===== config.mk =====
export PLATFORM = sky130hd
export DESIGN_NAME = npn4_canonizer
export DESIGN_NICKNAME = d
export VERILOG_FILES = /design/src/rtl/npn4_pkg.sv /design/src/rtl/npn4_apply.sv /design/src/rtl/npn4_canonizer.sv
export SDC_FILE = /design/constraint.sdc
export NUM_CORES = 1
export LEC_CHECK = 0
export ABC_AREA = 1
export CORE_UTILIZATION = 45
export CTS_BUF_LIST = sky130_fd_sc_hd__clkbuf_2
export CTS_CLUSTER_SIZE = 12
export DETAILED_ROUTE_END_ITERATION = 8
export GPL_ROUTABILITY_DRIVEN = 1
export PLACE_DENSITY = 0.75
export SLEW_MARGIN = 10
export SYNTH_ARGS = -nofsm -noshare
export SYNTH_HDL_FRONTEND = slang
export SYNTH_SLANG_ARGS = --single-unit
export TNS_END_PERCENT = 20

===== constraint.sdc =====
create_clock -name clk -period 5.3 [get_ports clk]
set_input_delay 0.795 -clock clk [delete_from_list [all_inputs] [get_ports clk]]
set_output_delay 0.795 -clock clk [all_outputs]
set_load 0.05 [all_outputs]

===== src/rtl/npn4_pkg.sv =====
// Shared types and constants for the 4-input NPN canonicalizer.
// The permutation table lists (pi(0),pi(1),pi(2),pi(3)) in lexicographic order.
package npn4_pkg;

   typedef enum logic [1:0] {
      ST_IDLE = 2'd0,
      ST_SCAN = 2'd1,
      ST_DONE = 2'd2
   } state_t;

   localparam int NUM_PERM  = 24;
   localparam int NUM_PHASE = 16;
   localparam int NUM_CAND  = NUM_PERM * NUM_PHASE;

   // Returns {pi(0), pi(1), pi(2), pi(3)}, pi(0) in the top two bits.
   function automatic logic [7:0] perm_digits(input logic [4:0] p);
      case (p)
         5'd0:    perm_digits = {2'd0, 2'd1, 2'd2, 2'd3};
         5'd1:    perm_digits = {2'd0, 2'd1, 2'd3, 2'd2};
         5'd2:    perm_digits = {2'd0, 2'd2, 2'd1, 2'd3};
         5'd3:    perm_digits = {2'd0, 2'd2, 2'd3, 2'd1};
         5'd4:    perm_digits = {2'd0, 2'd3, 2'd1, 2'd2};
         5'd5:    perm_digits = {2'd0, 2'd3, 2'd2, 2'd1};
         5'd6:    perm_digits = {2'd1, 2'd0, 2'd2, 2'd3};
         5'd7:    perm_digits = {2'd1, 2'd0, 2'd3, 2'd2};
         5'd8:    perm_digits = {2'd1, 2'd2, 2'd0, 2'd3};
         5'd9:    perm_digits = {2'd1, 2'd2, 2'd3, 2'd0};
         5'd10:   perm_digits = {2'd1, 2'd3, 2'd0, 2'd2};
         5'd11:   perm_digits = {2'd1, 2'd3, 2'd2, 2'd0};
         5'd12:   perm_digits = {2'd2, 2'd0, 2'd1, 2'd3};
         5'd13:   perm_digits = {2'd2, 2'd0, 2'd3, 2'd1};
         5'd14:   perm_digits = {2'd2, 2'd1, 2'd0, 2'd3};
         5'd15:   perm_digits = {2'd2, 2'd1, 2'd3, 2'd0};
         5'd16:   perm_digits = {2'd2, 2'd3, 2'd0, 2'd1};
         5'd17:   perm_digits = {2'd2, 2'd3, 2'd1, 2'd0};
         5'd18:   perm_digits = {2'd3, 2'd0, 2'd1, 2'd2};
         5'd19:   perm_digits = {2'd3, 2'd0, 2'd2, 2'd1};
         5'd20:   perm_digits = {2'd3, 2'd1, 2'd0, 2'd2};
         5'd21:   perm_digits = {2'd3, 2'd1, 2'd2, 2'd0};
         5'd22:   perm_digits = {2'd3, 2'd2, 2'd0, 2'd1};
         5'd23:   perm_digits = {2'd3, 2'd2, 2'd1, 2'd0};
         default: perm_digits = {2'd0, 2'd1, 2'd2, 2'd3};
      endcase
   endfunction

endpackage


===== src/rtl/npn4_apply.sv =====
// Combinational NPN transform of a 4-input truth table:
// result[k] = neg ^ tt[m], with m_i = k_{pi(i)} ^ phase_i.
module npn4_apply
   import npn4_pkg::*;
(
   input  logic [15:0] tt,
   input  logic [4:0]  perm,
   input  logic [3:0]  phase,
   input  logic        neg,
   output logic [15:0] result
);

   logic [7:0] digits;
   logic [3:0] kb;
   logic [3:0] m;

   always_comb begin
      digits = perm_digits(perm);
      kb     = '0;
      m      = '0;
      result = '0;
      for (int k = 0; k < 16; k++) begin
         kb = 4'(k);
         for (int i = 0; i < 4; i++) begin
            m[i] = kb[digits[(3 - i) * 2 +: 2]] ^ phase[i];
         end
         result[k] = neg ^ tt[m];
      end
   end

endmodule


===== src/rtl/npn4_canonizer.sv =====
// Sequential NPN canonicalizer: scans all 384 (perm, phase) pairs, one per cycle,
// folding output negation in by choosing the smaller of t and ~t.
module npn4_canonizer
   import npn4_pkg::*;
#(
   parameter int EARLY_EXIT = 0
) (
   input  logic        clk,
   input  logic        rst,
   input  logic        in_valid,
   output logic        in_ready,
   input  logic [15:0] in_tt,
   output logic        out_valid,
   input  logic        out_ready,
   output logic [15:0] out_tt,
   output logic [4:0]  out_perm,
   output logic [3:0]  out_phase,
   output logic        out_neg
);

   // Handshakes: a transfer occurs on a rising edge where valid and ready are both 1;
   // out_* stay stable while out_valid=1 until that transfer.
   state_t      state;
   logic [15:0] f_reg;
   logic [8:0]  idx;
   logic [15:0] best;
   logic        best_valid;
   logic [4:0]  best_perm;
   logic [3:0]  best_phase;
   logic        best_neg;

   logic [15:0] t;
   logic [15:0] cand;
   logic        cand_neg;
   logic        take;
   logic        exit_early;
   logic        last_idx;

   npn4_apply u_apply (
      .tt     (f_reg),
      .perm   (idx[8:4]),
      .phase  (idx[3:0]),
      .neg    (1'b0),
      .result (t)
   );

   // Strict compare keeps the first-found transform on ties; o=0 wins within one idx.
   assign cand_neg   = (~t < t);
   assign cand       = cand_neg ? ~t : t;
   assign take       = !best_valid || (cand < best);
   assign exit_early = (EARLY_EXIT != 0) && best_valid && (best == 16'h0000);
   assign last_idx   = (idx == 9'(NUM_CAND - 1));

   always_ff @(posedge clk or posedge rst) begin
      if (rst) begin
         state      <= ST_IDLE;
         in_ready   <= 1'b1;
         out_valid  <= 1'b0;
         out_tt     <= '0;
         out_perm   <= '0;
         out_phase  <= '0;
         out_neg    <= 1'b0;
         idx        <= '0;
         f_reg      <= '0;
         best       <= 16'hFFFF;
         best_valid <= 1'b0;
         best_perm  <= '0;
         best_phase <= '0;
         best_neg   <= 1'b0;
      end else begin
         case (state)
            ST_IDLE: begin
               if (in_valid) begin
                  f_reg      <= in_tt;
                  idx        <= '0;
                  best       <= 16'hFFFF;
                  best_valid <= 1'b0;
                  in_ready   <= 1'b0;
                  state      <= ST_SCAN;
               end
            end
            ST_SCAN: begin
               if (exit_early) begin
                  out_tt    <= best;
                  out_perm  <= best_perm;
                  out_phase <= best_phase;
                  out_neg   <= best_neg;
                  out_valid <= 1'b1;
                  state     <= ST_DONE;
               end else begin
                  if (take) begin
                     best       <= cand;
                     best_valid <= 1'b1;
                     best_perm  <= idx[8:4];
                     best_phase <= idx[3:0];
                     best_neg   <= cand_neg;
                  end
                  // The final candidate is folded straight into the outputs.
                  if (last_idx) begin
                     out_tt    <= take ? cand : best;
                     out_perm  <= take ? idx[8:4] : best_perm;
                     out_phase <= take ? idx[3:0] : best_phase;
                     out_neg   <= take ? cand_neg : best_neg;
                     out_valid <= 1'b1;
                     state     <= ST_DONE;
                  end else begin
                     idx <= idx + 9'd1;
                  end
               end
            end
            ST_DONE: begin
               if (out_ready) begin
                  out_valid <= 1'b0;
                  in_ready  <= 1'b1;
                  state     <= ST_IDLE;
               end
            end
            default: begin
               out_valid <= 1'b0;
               in_ready  <= 1'b1;
               state     <= ST_IDLE;
            end
         endcase
      end
   end

endmodule


# --- After elaboration in Yosys (flattened, before gate mapping) ---
# Memories as Yosys holds them, arrays and structs flattened.
# Index checks and enable logic that the tools add are counted.
word_totals:
  regBits: 82
  mem_bits_ro: 256
  in_bits: 20
  output_inout_bits: 28
  n_memories: 1
classes:
  add_sub_neg: 1
  magnitude_cmp: 22
  eq_ne: 8
  n_mux: 182
  n_bitwise: 67
  reduce_logical: 12
memory_table:
  columns: ["name", "words", "word_bits", "read_ports", "rd_ports_with_merged_regs", "write_ports", "line", "source"]
  rows:
  - ["(name not given)", 32, 8, 1, 0, 0, "npn4_pkg.sv:17", "case (p)"]
ops:
  columns: ["op", "count"]
  rows:
  - ["$bmux 1 s2", 64]
  - ["$mux 1", 86]
  - ["$lt 4x5->1 const B", 16]
  - ["$bmux 1 s4", 16]
  - ["$xor 1x1->1", 64]
  - ["$mux 16", 3]
  - ["$lt 16x16->1", 2]
  - ["$pmux 16 s2", 1]
  - ["$mux 9", 2]
  - ["$pmux 9 s2", 1]
  - ["$not 16->16", 1]
  - ["$reduce_and 3->1", 5]
  - ["$lt 2x3->1 const B", 4]
  - ["$ne 2x2->1 const B", 5]
  - ["$add 9x1->9 const B", 1]
  - ["$eq 9x9->1 const B", 1]
  - ["$mux 2", 3]
  - ["$pmux 1 s3", 2]
  - ["$pmux 2 s3", 1]
  - ["$reduce_and 2->1", 3]
  - ["$mux 5", 1]
  - ["$mux 4", 1]
  - ["$eq 2x1->1 const B", 1]
  - ["$eq 2x2->1 const B", 1]
  - ["other kinds (6)", 7]

# --- Logic depth before layout (Yosys ltp) ---
# An unclocked memory read counts as a cell.
logic_depth:
  ltp_word: 13
  mapped_depth: 32
  depth_no_buf: 31

# --- Modules after synthesis ---
# A second synthesis with hierarchy kept.
hier_totals:
  cells_unflattened: 1238
  hier_area_um2: 8007.7
by_module_without_submodules:
  columns: ["module", "instances", "cells_per_inst", "area_per_inst_um2"]
  rows:
  - ["npn4_canonizer", 1, 528, 4181.5]
  - ["npn4_apply", 1, 710, 3826.2]

# --- Worst setup path before layout ---
# No wires, ideal clock.
synth_path:
  path_type: "flip-flop to flip-flop"
  start: "register idx[7]"
  end: "register best_phase[2]"
  setup_time_ns: 0.125
  arrival_time_ns: 4.219
  required_time_ns: 5.175
  slack_ns: 0.956
  path_stages_with_launch: 28
  period_less_slack_ns: 4.344
  path_cell_list: "dfrtp_1 > inv_1 > buf_2 > ha_1 > o21ai_0 > inv_1 > ha_1 > nand2_1 > inv_1 > nor2_1 > inv_1 > o21ai_0 > a21oi_1 > o21ai_0 > a21oi_1 > a31oi_1 > xor2_1 > inv_1 > ha_1 > a21oi_1 > o21ai_0 > a221oi_1 > nand2_4 > nand2_4 > nand2_2 > buf_4 > nand2_1 > o21ai_1"
synth_between:
  elab_chain_len: 12
  word_cells_on_any_way: 231
  cone_classes: "order compare (2); mux (162); bitwise (65); reduce/logical (1); memory (1)"
synth_rtl:
  columns: ["element", "line", "source"]
  rows:
  - ["from (decl)", "npn4_canonizer.sv:25", "logic [8:0] idx;"]
  - ["from (signal assigned)", "npn4_canonizer.sv:107", "idx <= idx + 9'd1;"]
  - ["$mem_v2 32x8 (*)", null, null]
  - ["$bmux 1 s2", "npn4_apply.sv:25", "m[i] = kb[digits[(3 - i) * 2 +: 2]] ^ phase[i];"]
  - ["$mux 1 (not written as such)", "npn4_apply.sv:25", null]
  - ["$xor 1x1->1", "npn4_apply.sv:25", null]
  - ["$bmux 1 s4", "npn4_apply.sv:27", "result[k] = neg ^ tt[m];"]
  - ["$mux 1 (not written as such)", "npn4_apply.sv:27", null]
  - ["$not 16->16", "npn4_canonizer.sv:48, npn4_canonizer.sv:49", null]
  - ["$lt 16x16->1", "npn4_canonizer.sv:48", "assign cand_neg = (~t < t);"]
  - ["$mux 16 (*)", "npn4_canonizer.sv:49", "assign cand = cand_neg ? ~t : t;"]
  - ["$lt 16x16->1 (*)", "npn4_canonizer.sv:50", "assign take = !best_valid || (cand < best);"]
  - ["$logic_or 1x1->1 (*)", "npn4_canonizer.sv:50", null]
  - ["$mux 4 (*)", null, null]
  - ["to (signal assigned)", "npn4_canonizer.sv:95", "best_phase <= idx[3:0];"]
  - ["to (decl)", "npn4_canonizer.sv:29", "logic [3:0] best_phase;"]
# Mark *: on every way between the ends. The rest lies on a longest branch, timed or not. The select of a mux whose other input is x is not followed.
# A chain may end at the register's enable or synchronous reset.

# --- Worst setup path in the final report ---
layout_path:
  start: "register idx[4]"
  end: "register out_perm[4]"
layout_between:
  elab_chain_len: 12
  word_cells_on_any_way: 233
  cone_classes: "order compare (2); eq/ne (1); mux (162); bitwise (65); reduce/logical (2); memory (1)"
layout_rtl:
  columns: ["element", "line", "source"]
  rows:
  - ["$mem_v2 32x8", null, null]
  - ["$bmux 1 s2", "npn4_apply.sv:25", null]
  - ["$mux 1 (not written as such)", "npn4_apply.sv:25", null]
  - ["$xor 1x1->1", "npn4_apply.sv:25", null]
  - ["$bmux 1 s4", "npn4_apply.sv:27", null]
  - ["$mux 1 (not written as such)", "npn4_apply.sv:27", null]
  - ["$not 16->16", "npn4_canonizer.sv:48, npn4_canonizer.sv:49", null]
  - ["$lt 16x16->1", "npn4_canonizer.sv:48", null]
  - ["$mux 16", "npn4_canonizer.sv:49", null]
  - ["$lt 16x16->1", "npn4_canonizer.sv:50", null]
  - ["$logic_or 1x1->1", "npn4_canonizer.sv:50", null]
  - ["$mux 5", null, null]
  - ["to (signal assigned)", "npn4_canonizer.sv:85", "out_perm <= best_perm;"]
  - ["to (signal assigned)", "npn4_canonizer.sv:101", "out_perm <= take ? idx[8:4] : best_perm;"]
  - ["to (decl)", "npn4_canonizer.sv:16", "output logic [4:0] out_perm,"]
# Parallel ways exist; a longest one is shown, timed or not. The select of a mux whose other input is x is not followed.

==> results.toml <==
[timing]
timing_worst_slew_pin_value_ps = 1040
finalWorstSetupSlack_ps = 506
final.setup.tns_ps = 0
max_clock_freq_mhz = 209
grt_setup_unrepaired = "no"
drv_slew = 0
slew_headroom = 0.307
period_share = 0.905
finalHoldWorstSlack_ps = 487
setup-violations-final = 0
timing.final.hold_violations = 0
min_tclk_post_route_ps = 4790
skew_ps = 46.6

[detailed_routing]
met3RoutedLength_mm = 1.98
post-route-drc-count = 0
final_antenna_net_count = 0
drtPass1Iterations = 8
route.detailed.vias_per_inst = 5.73
dr_vias = 7762
route.top_layer_used = "met4"
detail_route_met2_wl_mm = 10.0
met1Wirelength_mm = 9.55
detailedRoute.firstIterationViolations = 883
route.detailed.wl_per_inst_um = 16.6
postRouteWirelength_mm = 22.5

[worst_setup_path]
cp_data_arrival_time_ps = 5320
timing.rr.end = "out_perm[4]"
startpoint_type = "flop"
cp.required_ps = 5820
setup.reg_to_reg.worst_slack_ps = 510
cp-end-kind = "flop"
r2r-start = "idx[4]"
r2r_cells = 24
crit_type = "reg -> reg"
timing.critical_path.fanout_max = 11
setup.worst_path.end = "out_perm[4]"
worstSetupStartpoint = "idx[4]"

[synth]
syn_nets = 1177
proportion_of_register_bits_with_asynchronous_set_or_reset_after_synthesis = 1.00
syn_area_um2 = 7590
synth_compound_area_frac = 0.209
syn_inst = 1113
syn_avg_cell_area_um2 = 6.82
post_synth_and_or_nand_nor_area_fraction = 0.273
synth_cell_types = 49
yosys.area_share.xor_xnor = 0.0529
number_of_enable_flip_flop_cells_after_synthesis = 0
synth.area.mux_share = 0
post_synth_fa_ha_maj_area_fraction = 0.0726
seq_area_frac_synth = 0.273
ys_dominant_reg_cell = "sky130_fd_sc_hd__dfrtp_1"
ys_warnings = 0
largest_family_of_logic_cells_by_synthesized_area = "simple AND/OR/NAND/NOR gates"
yosys_register_bits = 82

[floorplanning]
chipHeight_um = 132
core.rowCount = 47
dieWidth_um = 132
initial_utilization = 0.459
die-area_um2 = 17400
io_pins = 48
core_region_area_um2 = 16500

[run_status]
status = "completed"

[placed_design]
place_area_um2 = 8080
dp_cells = 1337
preCtsSetupSlack_ps = 368
gp_routability_congestion = 0.951
buffer_ports.inserted = 47
dp_hpwl_mm = 15.7

[global_route]
grt_antenna_before_repair = 1
groute.usage.overall = 0.260
pin_count_of_the_biggest_net_entering_global_routing = 47
grt_pass1_wl_mm = 36.1
globalRouteOverflowTotal = 0
first_global_vias = 7063

[clock_network]
clock_sinks = 82
clk_tree_root_cell = "sky130_fd_sc_hd__clkbuf_2"
clock_buffers_created_by_tritoncts = 9
clkLatencyLatePin_ps = 610
cts-resized-gates = 0
clock_path_buffers = 2
clock_tree_from_tritoncts = "done"
clock_h_tree_levels = 3
clkSlewWorstSetupHoldPaths_ps = 260
post_cts_buffers = 0
post_cts_hold_buffer_count = 0

[layout]
layout_commonest_cell = "sky130_fd_sc_hd__nand2_1"
finalNonFillerCells = 1355
filler_cell_count = 1646
drive_above_1_share = 0.0996
finish.net_count = 1193
layout_overhead_on_the_synthesized_area_pct = 8.35
commonest_non_fill_non_tap_cells_in_the_layout = "sky130_fd_sc_hd__nand2_1 (285), sky130_fd_sc_hd__o21ai_0 (124), sky130_fd_sc_hd__inv_1 (99), sky130_fd_sc_hd__nand3_1 (97), sky130_fd_sc_hd__a21oi_1 (63)"
final_cell_area_um2 = 8220

[job]
max_cap_viol_count = 0

[power]
powerDensity_nw_per_um2 = 642
power.ir.vdd_worst_mv = 0.359
p_leak_nw = 4.00

[hold_path]
timing.hold.worst.class = "reg -> reg"
## layer usage
layer	vias to the layer above	track usage
li1	3729	-
met1	3587	0.347
met2	373	0.410
met3	73	0.0450
met4	0	0.123
met5	-	0
## cells in the mapped netlist, drive strengths merged (9+ instances only)
| library cell | number | area (um^2) |
|---|---|---|
| a21oi | 63 | 315 |
| buf | 47 | 363 |
| clkbuf | 20 | 75.1 |
| dfrtp | 65 | 1630 |
| dfstp | 17 | 447 |
| ha | 44 | 551 |
| inv | 121 | 454 |
| nand2 | 304 | 1210 |
| nand3 | 97 | 485 |
| nand3b | 9 | 67.6 |
| nor2 | 55 | 214 |
| o211ai | 34 | 255 |
| o21ai | 146 | 738 |
| o221ai | 15 | 131 |
| xnor2 | 10 | 87.6 |
| xor2 | 32 | 314 |
## where the power goes
| part | switching [W] | internal [W] |
|---|---|---|
| Sequential | 0.000279 | 0.000824 |
| Clock | 0.000248 | 0.000111 |
| Combinational | 0.00257 | 0.00124 |
## worst max-delay path: stages, from the launching register on
cell and delay (ps):
sky130_fd_sc_hd__dfrtp_2 530, sky130_fd_sc_hd__inv_1 180, sky130_fd_sc_hd__ha_1 250, sky130_fd_sc_hd__inv_1 70, sky130_fd_sc_hd__nand2_1 80, sky130_fd_sc_hd__o211ai_1 100, sky130_fd_sc_hd__nand2_1 70, sky130_fd_sc_hd__nand2_1 240
sky130_fd_sc_hd__inv_1 120, sky130_fd_sc_hd__ha_1 210, sky130_fd_sc_hd__xnor2_1 260, sky130_fd_sc_hd__inv_1 190, sky130_fd_sc_hd__o311ai_1 350, sky130_fd_sc_hd__nand2_1 210, sky130_fd_sc_hd__xor2_1 210, sky130_fd_sc_hd__inv_2 70
sky130_fd_sc_hd__ha_1 300, sky130_fd_sc_hd__nand4_1 120, sky130_fd_sc_hd__nor3_1 300, sky130_fd_sc_hd__nand2_2 120, sky130_fd_sc_hd__nand2_4 80, sky130_fd_sc_hd__nand2_4 110, sky130_fd_sc_hd__buf_4 260, sky130_fd_sc_hd__o21ai_0 220
sky130_fd_sc_hd__nand2_1 70
## cell families (layout without fill, tap and decap cells)
kind of cell / Yosys count / in the layout
AOI/OAI and AO/OA: 275 / 275
xor gates and xnor gates: 42 / 42
adders and majority gates: 44 / 44
buffers and inverters: 191 / 211
DFF: 82 / 82
other: 0 / 1
and+or+nand+nor: 479 / 480
## per-stage QoR
step	power (W)	utilization
after floorplan	0.00404	-
after global placement	0.00476	0.489
after detailed placement	0.00482	0.489
after CTS	0.00520	0.496
after global routing	0.00576	0.497
final	0.00528	0.497
## worst min-delay path by stage
stage / to / cells after the start / slack [ps] / from
CTS: in_ready / 2 / 490 / in_ready
finish: in_ready / 2 / 490 / in_ready
global route: in_ready / 2 / 520 / in_ready
detailed placement: out_tt[15] / 2 / 450 / out_tt[15]
global placement: out_tt[15] / 2 / 450 / out_tt[15]
floorplan: best_neg / 2 / 450 / best_neg
## cell type report
type	count	area [um^2]	share of cell area
tap	220	275	0.0335
timing repair buffer	71	651	0.0792
sequential	82	2080	0.253
multi-input combinational	841	4630	0.563
inverter	124	467	0.0568
antenna	1	2.50	0.000304
clock buffer	9	45.0	0.00548
clock inverter	7	75.1	0.00913
Power figures use the tool's default switching activity.
